===== src/rtl/psc_batch_feeder.sv =====
// psc_batch_feeder: gathers 4*LANES words into one batch image, starts the converter array, waits for finish.
// Optional feature: define PSC_FEED_PINGPONG_EN for double-buffered filling while the array is busy.
`default_nettype none

module psc_batch_feeder #(
    parameter int WORD_LEN = 16,
    parameter int LANES    = 4
) (
    input  logic                         clk,
    input  logic                         reset,
    input  logic [1:0]                   cfg_mode,
    input  logic                         in_valid,
    output logic                         in_ready,
    input  logic [WORD_LEN-1:0]          in_data,
    output logic [1:0]                   psc_mode,
    output logic                         psc_start,
    input  logic                         psc_finish,
    output logic [4*WORD_LEN*LANES-1:0]  psc_parallel_out,
    output logic                         busy,
    output logic                         batch_done,
    output logic [15:0]                  batch_count
);

    localparam int NWORDS = 4 * LANES;
    localparam int TOTAL  = NWORDS * WORD_LEN;
    localparam int PTR_W  = (NWORDS > 1) ? $clog2(NWORDS) : 1;
    localparam logic [PTR_W-1:0] LAST_PTR = PTR_W'(NWORDS - 1);

    typedef enum logic [1:0] {
        FILL  = 2'd0,
        START = 2'd1,
        WAIT  = 2'd2
    } state_t;

    state_t            state, next_state;
    logic [PTR_W-1:0]  wr_ptr;
    logic              alive;
    logic [1:0]        mode_q;
    logic              done_q;
    logic [15:0]       count_q;

    logic              xfer;
    logic              last_xfer;
    logic              launch;
    logic              take_finish;

    assign xfer        = in_valid & in_ready;
    assign last_xfer   = xfer & (wr_ptr == LAST_PTR);
    assign take_finish = (state == WAIT) & psc_finish;

`ifdef PSC_FEED_PINGPONG_EN
    // Words always go to the inactive bank; the active bank is the one the array sees.
    logic [TOTAL-1:0]  bank [2];
    logic              act;
    logic              fill_full;
    logic              fill_complete;

    assign fill_complete = fill_full | last_xfer;
    assign launch        = ((state == FILL) & last_xfer) |
                           ((state == WAIT) & psc_finish & fill_complete);
    assign in_ready      = alive & ~fill_full;
    assign psc_parallel_out = bank[act];

    always_ff @(posedge clk or negedge reset) begin
        if (!reset) begin
            bank[0]   <= '0;
            bank[1]   <= '0;
            act       <= 1'b0;
            fill_full <= 1'b0;
        end else begin
            if (xfer)
                bank[~act][int'(wr_ptr)*WORD_LEN +: WORD_LEN] <= in_data;
            if (launch)
                act <= ~act;
            if (launch)
                fill_full <= 1'b0;
            else if (last_xfer)
                fill_full <= 1'b1;
        end
    end
`else
    logic [TOTAL-1:0]  buf_q;

    assign launch           = (state == FILL) & last_xfer;
    assign in_ready         = alive & (state == FILL);
    assign psc_parallel_out = buf_q;

    always_ff @(posedge clk or negedge reset) begin
        if (!reset)
            buf_q <= '0;
        else if (xfer)
            buf_q[int'(wr_ptr)*WORD_LEN +: WORD_LEN] <= in_data;
    end
`endif

    always_ff @(posedge clk or negedge reset) begin
        if (!reset) begin
            state   <= FILL;
            wr_ptr  <= '0;
            alive   <= 1'b0;
            mode_q  <= 2'd0;
            done_q  <= 1'b0;
            count_q <= 16'd0;
        end else begin
            state  <= next_state;
            alive  <= 1'b1;
            done_q <= take_finish;
            if (xfer)
                wr_ptr <= last_xfer ? '0 : wr_ptr + 1'b1;
            if (launch)
                mode_q <= cfg_mode;
            if (take_finish)
                count_q <= count_q + 16'd1;
        end
    end

    // Finish is only looked at in WAIT, so a level held through START counts once.
    always_comb begin
        next_state = state;
        case (state)
            FILL:    if (launch) next_state = START;
            START:   next_state = WAIT;
            WAIT:    if (psc_finish) next_state = launch ? START : FILL;
            default: next_state = FILL;
        endcase
    end

    assign psc_start   = (state == START);
    assign busy        = (state == START) || (state == WAIT);
    assign psc_mode    = mode_q;
    assign batch_done  = done_q;
    assign batch_count = count_q;

endmodule

`default_nettype wire


===== config.mk =====
export PLATFORM = sky130hd
export DESIGN_NAME = psc_batch_feeder
export DESIGN_NICKNAME = d
export VERILOG_FILES = /design/src/rtl/psc_batch_feeder.sv
export SDC_FILE = /design/constraint.sdc
export NUM_CORES = 1
export LEC_CHECK = 0
export BUFFER_PORTS_ARGS = -buffer_cell sky130_fd_sc_hd__buf_2
export CAP_MARGIN = 10
export CORE_UTILIZATION = 50
export CTS_CLUSTER_DIAMETER = 120
export CTS_CLUSTER_SIZE = 30
export DETAILED_ROUTE_END_ITERATION = 10
export GPL_ROUTABILITY_DRIVEN = 0
export HOLD_SLACK_MARGIN = 0.03
export MAX_ROUTING_LAYER = met4
export PLACE_DENSITY_LB_ADDON = 0.25
export SYNTH_ARGS = -nofsm -noshare
export SYNTH_HDL_FRONTEND = slang
export SYNTH_SLANG_ARGS = --single-unit

===== constraint.sdc =====
create_clock -name clk -period 4 [get_ports clk]
set_input_delay 0.2 -clock clk [delete_from_list [all_inputs] [get_ports clk]]
set_output_delay 0.2 -clock clk [all_outputs]
set_load 0.02 [all_outputs]

==> reports/results.ini, run 1 <==
[clock_network]
cts_resized=0
root_buffer=clkbuf_16
cts.sinks=282
cts_tree=built
post_cts_buffers=0
clk_latency_ns=0.49
clock_tree.buffer_depth=3
clk_pin_slew_ns=0.12
holdBufCountCts=3
numCtsBuffers=13
htreeDepth=1

[global_route]
grt_pass1_wl_mm=47.1
track_usage_pct=26.6
grt_overflow=0
antenna_found_initial=2
grt_pass1_vias=7922
grt_max_degree=113

[routing]
drt_iter0_drc=633
num_vias=7977
drc=0
drt-pass1-iter-count=5
wire_per_inst_um=20.8
via_per_inst=5.42
ant_nets=0
wirelength_mm=30.6

[yosys]
netlist_instances=878
ys_seq_elements=282
synth_edf_count=0
postSynthAreaPerCell_um2=13.3
synthFlopType=dfrtp_1
ys_async_sr_fraction_pct=100
syn_area_um2=11700
yosysWarnings=0
ys_seq_area_share_pct=60.4
ys_types=44
synth_nets=910

[finish]
nFillCells=1895
multi_input_area_um2=4290
instances_no_fill=1472
final_common_cell=buf_2
drive_gt1_share_pct=45.7
finalNetCount=1191
syn2layout_area_growth_pct=18.5
mostFrequentLayoutCells=buf_2, dfrtp_1, mux2_2
regArea_um2=7060

[sta]
hold_viol=0
fin_skew_ns=0.0231
drv_slew=0
finalCritPeriodShare_pct=80.2
relSlewSlack_pct=24.6
period_needed_ns=3.21
timing.setup.tns_ns=0
worst_pin_slew_ns=1.13
rsz0062_at_grt=no
finalSetupViolCount=0
max_freq_mhz=312

[setup_path]
crit_fanout=33
crit_type=reg2reg
cpMaxStageDelayCell=dfrtp_1
cp_slowest_stage_delay_ns=0.50
critPathTopFamily=simple AND/OR/NAND/NOR gates
worstPathCellList=inv_1, ha_1, or3b_2, nand4_1, buf_4, or2_2, mux2_2
crit_buf_inv=2
required_ns=4.39
cp.arrival_ns=3.60
start_kind=flip-flop
end_kind=flip-flop

[pwr]
ir_worst_vdd_uv=397
power_density_nw_per_um2=663
power_leakage_uw=0.00774

[floorplan]
io_pins=300
core_um2=22800
die_w_um=155
die_h_um=155
dieArea_um2=24000
row_count=55
start_util_pct=51.3

[outcome]
status=complete, no violations

[placed_design]
io_buffers=299
dp.cells=1454
hpwl_mm=21.4

[worst_hold_path]
holdCritPathClass=in2reg

[run]
max_cap_viol_count=0

## where the power goes
group / leakage (uW) / switching [uW] / total (uW) / internal, uW
clock network: 0.000170 / 880 / 1490 / 606
logic: 0.00375 / 2450 / 3760 / 1310
registers: 0.00382 / 403 / 3940 / 3540
## registers in the layout, summed over array words and instances (netlist names)
name / flops
alive: 1
batch_count: 16
batch_done: 1
psc_mode: 2
psc_parallel_out: 256
state: 2
wr_ptr: 4
## final cells by class
| cell class | instances | share of cell area [%] |
|---|---|---|
| flip-flops and latches | 282 | 51.0 |
| clock buffers | 13 | 2.35 |
| repair buffers | 318 | 12.1 |
| inverters | 26 | 0.705 |
| diodes | 1 | 0.0181 |
| clock inverters | 1 | 0.145 |
| multi-input cells | 518 | 30.9 |
| well taps | 313 | 2.83 |
## metrics by stage
step / area (um2) / utilization (%) / total power [uW] / setup slack, ns / hold slack (ns)
after global placement: 13500 / 59.1 / 7690 / 0.950 / 0.335
after floorplan: 11700 / - / 6370 / 1.06 / -0.0956
final: 13800 / 60.8 / 9180 / 0.792 / 0.0476
after CTS: 13800 / 60.8 / 9260 / 0.821 / 0.0472
after detailed placement: 13500 / 59.1 / 7770 / 0.832 / 0.337
after global routing: 13800 / 60.8 / 9710 / 0.621 / 0.0639
## per-layer routing
metal	up-vias	share of wire (%)	track usage [%]
met4	0	3.3	8.72
li1	3600	-	-
met2	265	47	41.0
met3	55	5.5	4.07
met5	-	0	-
met1	4057	44	36.4
## cell families after synthesis
| logic type | share of synthesized area (%) |
|---|---|
| DFF | 60.4 |
| adders and majority gates | 1.07 |
| and+or+nand+nor | 8.04 |
| AOI/OAI and AO/OA | 4.98 |
| muxes | 20.9 |
| buffers and inverters | 3.18 |
| xor gates and xnor gates | 1.41 |
| other | 0.0321 |
## synthesized netlist by cell type, types with 4 or more instances
cell / instances / area share, %
o21ai_0: 72 / 3.1
mux2i_1: 16 / 1.4
ha_1: 10 / 1.1
xor2_1: 6 / 0.45
and3_1: 32 / 1.7
a21o_1: 4 / 0.26
mux2_2: 169 / 16
buf_2: 15 / 0.64
or2_2: 5 / 0.27
buf_6: 5 / 0.48
nor2_1: 9 / 0.29
mux2_4: 14 / 1.8
buf_4: 6 / 0.39
clkbuf_1: 26 / 0.84
or2_1: 4 / 0.21
nand2_1: 56 / 1.8
o31ai_1: 16 / 1.0
nand3_1: 6 / 0.26
mux2_1: 15 / 1.4
nand4_1: 7 / 0.37
dfrtp_1: 282 / 60
and2_1: 35 / 1.9
xnor2_1: 11 / 0.82
inv_1: 26 / 0.84
nor3_1: 8 / 0.34
## tightest hold or removal path, cell delays in order
cell and delay, ns:
buf_2 0.17, nand2_1 0.08, mux2i_1 0.06
## final timing paths
path | slack [ns] | depth (start not counted) | end | startpoint
setup / recovery | 0.79 | 7 | psc_parallel_out[46] | wr_ptr[1]
hold / removal | 0.05 | 3 | psc_parallel_out[5] | in_data[5]
setup reg to reg | 0.79 | 7 | psc_parallel_out[46] | wr_ptr[1]
hold reg to reg | 0.48 | 1 | batch_count[15] | batch_count[15]
max in group asynchronous | 2.61 | 3 | psc_parallel_out[69] | reset
min in group asynchronous | 0.36 | 2 | psc_parallel_out[109] | reset
Note: power is estimated with default switching activity, not from simulation.
==> run 2: changes to the inputs <==
clock period = 3.2 ns   (was 4 ns; I/O delays follow)
==> run 2 against run 1 <==
- worst hold slack lost 0.0021 ns
- die area is the same
- largest cell class unchanged
- highest routed layer unchanged
- non-clock buffer count grew 18
==> reports/results.ini, run 2 (synthesized netlist as in run 1, its figures left out) <==
[outcome]
status=complete, no violations

[clock_network]
post_cts_buffers=0  ; unchanged
clk_pin_slew_ns=0.11  ; about the same
root_buffer=clkbuf_16
holdBufCountCts=13  ; +10
cts_tree=built
clk_latency_ns=0.49  ; about the same
clock_tree.buffer_depth=3  ; unchanged
htreeDepth=1  ; unchanged
numCtsBuffers=13  ; unchanged
cts_resized=0  ; unchanged
cts.sinks=282  ; unchanged

[setup_path]
start_kind=flip-flop
crit_start=wr_ptr[1]
timing.rr.start=wr_ptr[1]
cp.arrival_ns=3.22  ; -0.38 ns
critPathTopFamily=simple AND/OR/NAND/NOR gates
crit_fanout=10  ; -70%
cp_slowest_stage_delay_ns=0.50  ; about the same
cpMaxStageDelayCell=or3b_2
crit_buf_inv=2  ; unchanged
crit_type=reg2reg
end_kind=flip-flop
worstPathCellList=inv_1, ha_1, or3b_2, nand4_2, or2_1, buf_4, mux2_1
required_ns=3.59  ; -0.80 ns

[global_route]
antenna_found_initial=3  ; +1
grt_pass1_wl_mm=47.5  ; +1.0%
grt_pass1_vias=8044  ; +1.5%
grt_max_degree=83  ; -27%
track_usage_pct=26.8  ; +0.17 points
grt_overflow=0  ; unchanged

[placed_design]
hpwl_mm=21.5  ; +0.28%
io_buffers=299  ; unchanged
placed_cell_area_um2=13600  ; +0.63%
place_ws_ns=0.395  ; -0.437 ns

[sta]
hold-worst-slack_ns=0.0455  ; -0.00210 ns
timing.setup.tns_ns=0  ; unchanged
rsz0062_at_grt=no
finalSetupViolCount=0  ; unchanged
fin_skew_ns=0.0278  ; +0.00475 ns
hold_viol=0  ; unchanged
worst_pin_slew_ns=0.971  ; -0.154 ns
finalCritPeriodShare_pct=88.4  ; +8.3 points
relSlewSlack_pct=35.0  ; +10 points
max_freq_mhz=353  ; +13%
setup_ws_ns=0.370  ; -0.423 ns
period_needed_ns=2.83  ; -0.377 ns
drv_slew=0  ; unchanged

[pwr]
power_leakage_uw=0.00782  ; +1.1%
ir_worst_vdd_uv=474  ; +20%
power_density_nw_per_um2=825  ; +24%

[floorplan]
start_util_pct=51.3  ; unchanged
core_um2=22800  ; unchanged
dieArea_um2=24000  ; unchanged
row_count=55  ; unchanged
io_pins=300  ; unchanged
die_h_um=155  ; unchanged
die_w_um=155  ; unchanged

[finish]
finalNetCount=1209  ; +1.5%
drive_gt1_share_pct=45.7  ; about the same
stdcell_area_um2=14000  ; +1.3%
largest_reg_flops=256  ; unchanged
syn2layout_area_growth_pct=20.1
mostFrequentLayoutCells=buf_2, dfrtp_1, mux2_2
fin_util_pct=61.6  ; +0.81 points
final_common_cell=buf_2

[routing]
drt_iter0_drc=479  ; -24%
drc=0  ; unchanged
drt-pass1-iter-count=5  ; unchanged
num_vias=7932  ; -0.56%
ant_nets=0  ; unchanged
wirelength_mm=30.5  ; -0.10%
via_per_inst=5.32  ; -1.8%
wire_per_inst_um=20.5  ; -1.3%

[worst_hold_path]
holdCritPathClass=in2reg
min_from=in_data[14]

[run]
max_cap_viol_count=0  ; unchanged

## run 2: through the flow
step	power [uW]	instances
final	11600	1490
after floorplan	7960	878
after global routing	12200	1489
after detailed placement	9790	1462
after CTS	11700	1489
after global placement	9680	1462
## run 2: layer usage
metal	vias up	routed length [um]	track usage, %
li1	3616	-	-
met4	0	622	6.22
met5	-	0	-
met2	255	14300	41.6
met3	36	1610	3.37
met1	4025	14000	37.9
## run 2: power breakdown
group	switching, uW	internal [uW]	leakage (uW)
logic	3080	1710	0.00383
clock network	1100	758	0.000170
registers	510	4420	0.00382
total	4690	6890	0.00782
## run 2: final timing paths
path                                    endpoint  slack (ns)  cells past startpoint
min in group asynchronous  psc_parallel_out[174]        0.25                      2
min reg2reg                psc_parallel_out[145]        0.48                      1
max in group asynchronous  psc_parallel_out[157]        2.08                      3
max reg2reg                 psc_parallel_out[95]        0.37                      7
max                         psc_parallel_out[95]        0.37                      7
min                         psc_parallel_out[14]        0.05                      3
## run 2: layout make-up
type                       instances  area (um2)
tap                              313         392
sequential                       282        7060
clock inverter                     1        20.0
fill                            1874        8740
timing repair buffer             336        1850
antenna                            1        2.50
multi-input combinational        518        4290
clock buffer                      13         325
inverter                          26        97.6
## run 2: worst reg2reg max path, cell delays in order, from the launching register on
cell	delay [ns]
dfrtp_1	0.49
inv_1	0.16
ha_1	0.39
or3b_2	0.50
nand4_2	0.20
or2_1	0.39
buf_4	0.26
mux2_1	0.33
==> run 3: changes to the inputs <==
HOLD_SLACK_MARGIN = 0.08   (was 0.03)
==> run 3 against run 2 <==
- first-iteration DRC count is 10% higher
- non-clock buffer count increased by 8
- setup slack got worse by 0.011 ns
- sequential cell count is the same
- critical path type unchanged
==> reports/results.ini, run 3 (synthesized netlist as in run 1, its figures left out) <==
[sta]
finalSetupViolCount=0  ; unchanged
rsz0062_at_grt=no
drv_slew=0  ; unchanged
relSlewSlack_pct=34.6  ; -0.42 points
period_needed_ns=2.84  ; +0.0111 ns
hold_viol=0  ; unchanged
timing.setup.tns_ns=0  ; unchanged
worst_pin_slew_ns=0.977  ; +0.00630 ns
hold-worst-slack_ns=0.249  ; +0.204 ns
max_freq_mhz=352  ; -0.39%
finalCritPeriodShare_pct=88.8  ; +0.35 points
fin_skew_ns=0.0262  ; -0.00164 ns

[finish]
finalNetCount=1217  ; +0.66%
largest_reg_flops=256  ; unchanged
syn2layout_area_growth_pct=20.8
nFillCells=1869  ; -0.27%
drive_gt1_share_pct=45.4  ; -0.31 points
instances_no_fill=1498  ; +0.54%
mostFrequentLayoutCells=buf_2, dfrtp_1, mux2_2
final_common_cell=buf_2

[global_route]
grt_pass1_vias=8067  ; +0.29%
grt_max_degree=83  ; unchanged
antenna_found_initial=3  ; unchanged
track_usage_pct=26.9  ; +0.083 points
grt_overflow=0  ; unchanged
grt_pass1_wl_mm=47.7  ; +0.29%

[pwr]
p_seq_share_pct=42.6  ; about the same
power_leakage_uw=0.00785  ; +0.43%
ir_worst_vdd_uv=478  ; +0.74%
p_sw_share_pct=40.5  ; about the same
internal_power_uw=6890  ; about the same
power_switching_uw=4700  ; +0.12%
power_density_nw_per_um2=821  ; -0.47%
power_frac_comb_pct=41.4  ; about the same
clockPowerShare_pct=16.1  ; about the same

[routing]
drt_iter0_drc=528  ; +10%
ant_nets=0  ; unchanged
via_per_inst=5.34  ; +0.34%
num_vias=8002  ; +0.88%
wire_per_inst_um=20.5  ; about the same
wirelength_mm=30.7  ; +0.47%
drc=0  ; unchanged
drt-pass1-iter-count=5  ; unchanged

[clock_network]
cts_resized=0  ; unchanged
cts.sinks=282  ; unchanged
clk_pin_slew_ns=0.11  ; about the same
numCtsBuffers=13  ; unchanged
root_buffer=clkbuf_16
cts_tree=built
clock_tree.buffer_depth=3  ; unchanged
holdBufCountCts=21  ; +8
clk_latency_ns=0.49  ; about the same
htreeDepth=1  ; unchanged
post_cts_buffers=0  ; unchanged

[run]
max_cap_viol_count=0  ; unchanged

[setup_path]
crit_type=reg2reg
cp.arrival_ns=3.23  ; about the same
end_kind=flip-flop
required_ns=3.59  ; about the same
crit_fanout=10  ; unchanged
start_kind=flip-flop

[placed_design]
dp.cells=1462  ; unchanged
hpwl_mm=21.5  ; unchanged
io_buffers=299  ; unchanged

[floorplan]
io_pins=300  ; unchanged
core_um2=22800  ; unchanged
die_w_um=155  ; unchanged
row_count=55  ; unchanged
dieArea_um2=24000  ; unchanged
die_h_um=155  ; unchanged
start_util_pct=51.3  ; unchanged

[outcome]
status=complete, no violations

[worst_hold_path]
holdCritPathClass=in2async

run 3: path summary, 6_finish.rpt:
| kind | startpoint | to | slack [ns] | depth (start not counted) |
|---|---|---|---|---|
| worst max-delay path | wr_ptr[1] | psc_parallel_out[95] | 0.36 | 7 |
| worst min-delay path | reset | psc_parallel_out[174] | 0.25 | 2 |
| worst max register to register | wr_ptr[1] | psc_parallel_out[95] | 0.36 | 7 |
| worst min register to register | psc_parallel_out[145] | psc_parallel_out[145] | 0.48 | 1 |
| max in group asynchronous | reset | psc_parallel_out[157] | 2.08 | 3 |
| min in group clk | cfg_mode[0] | psc_mode[0] | 0.44 | 3 |
run 3: routing by layer:
layer / GRT usage, % / up-vias / routed length [um]
met5: - / - / 0
met2: 41.7 / 269 / 14400
met3: 3.31 / 35 / 1720
met1: 38.2 / 4070 / 13900
met4: 5.94 / 0 / 606
li1: - / 3628 / -
run 3: power by group through the flow:
stage | Clock, uW | Combinational, uW | Sequential, uW
2_1_floorplan | 0 | 1980 | 5980
3_3_place_gp | 0 | 4710 | 4970
3_5_place_dp | 0 | 4790 | 5000
4_1_cts | 1920 | 4820 | 4930
5_1_grt | 2040 | 5170 | 5040
6_report | 1860 | 4800 | 4930
run 3: area by class of cell:
class | instances | area [um2] | area share [%]
clock buffers | 13 | 325 | 2.30
repair buffers | 344 | 1930 | 13.7
flip-flops and latches | 282 | 7060 | 50.0
inverters | 26 | 97.6 | 0.691
diodes | 1 | 2.50 | 0.0177
clock inverters | 1 | 20.0 | 0.142
well taps | 313 | 392 | 2.77
multi-input cells | 518 | 4290 | 30.4
run 3: stage by stage:
step	total power, uW	instance area [um2]	worst slack, ns	util, %
2_1_floorplan	7960	11700	0.257	-
3_3_place_gp	9680	13600	0.481	59.5
3_5_place_dp	9790	13600	0.395	59.5
4_1_cts	11700	14100	0.381	62.0
5_1_grt	12200	14100	0.171	62.0
6_report	11600	14100	0.359	62.0
run 3: worst max-delay path, cell delays in order, from the launching register on:
cell and delay, ns:
dfrtp_1 0.49, inv_1 0.16, ha_1 0.40, or3b_2 0.50, nand4_2 0.20, or2_1 0.39, buf_4 0.26, mux2_1 0.32
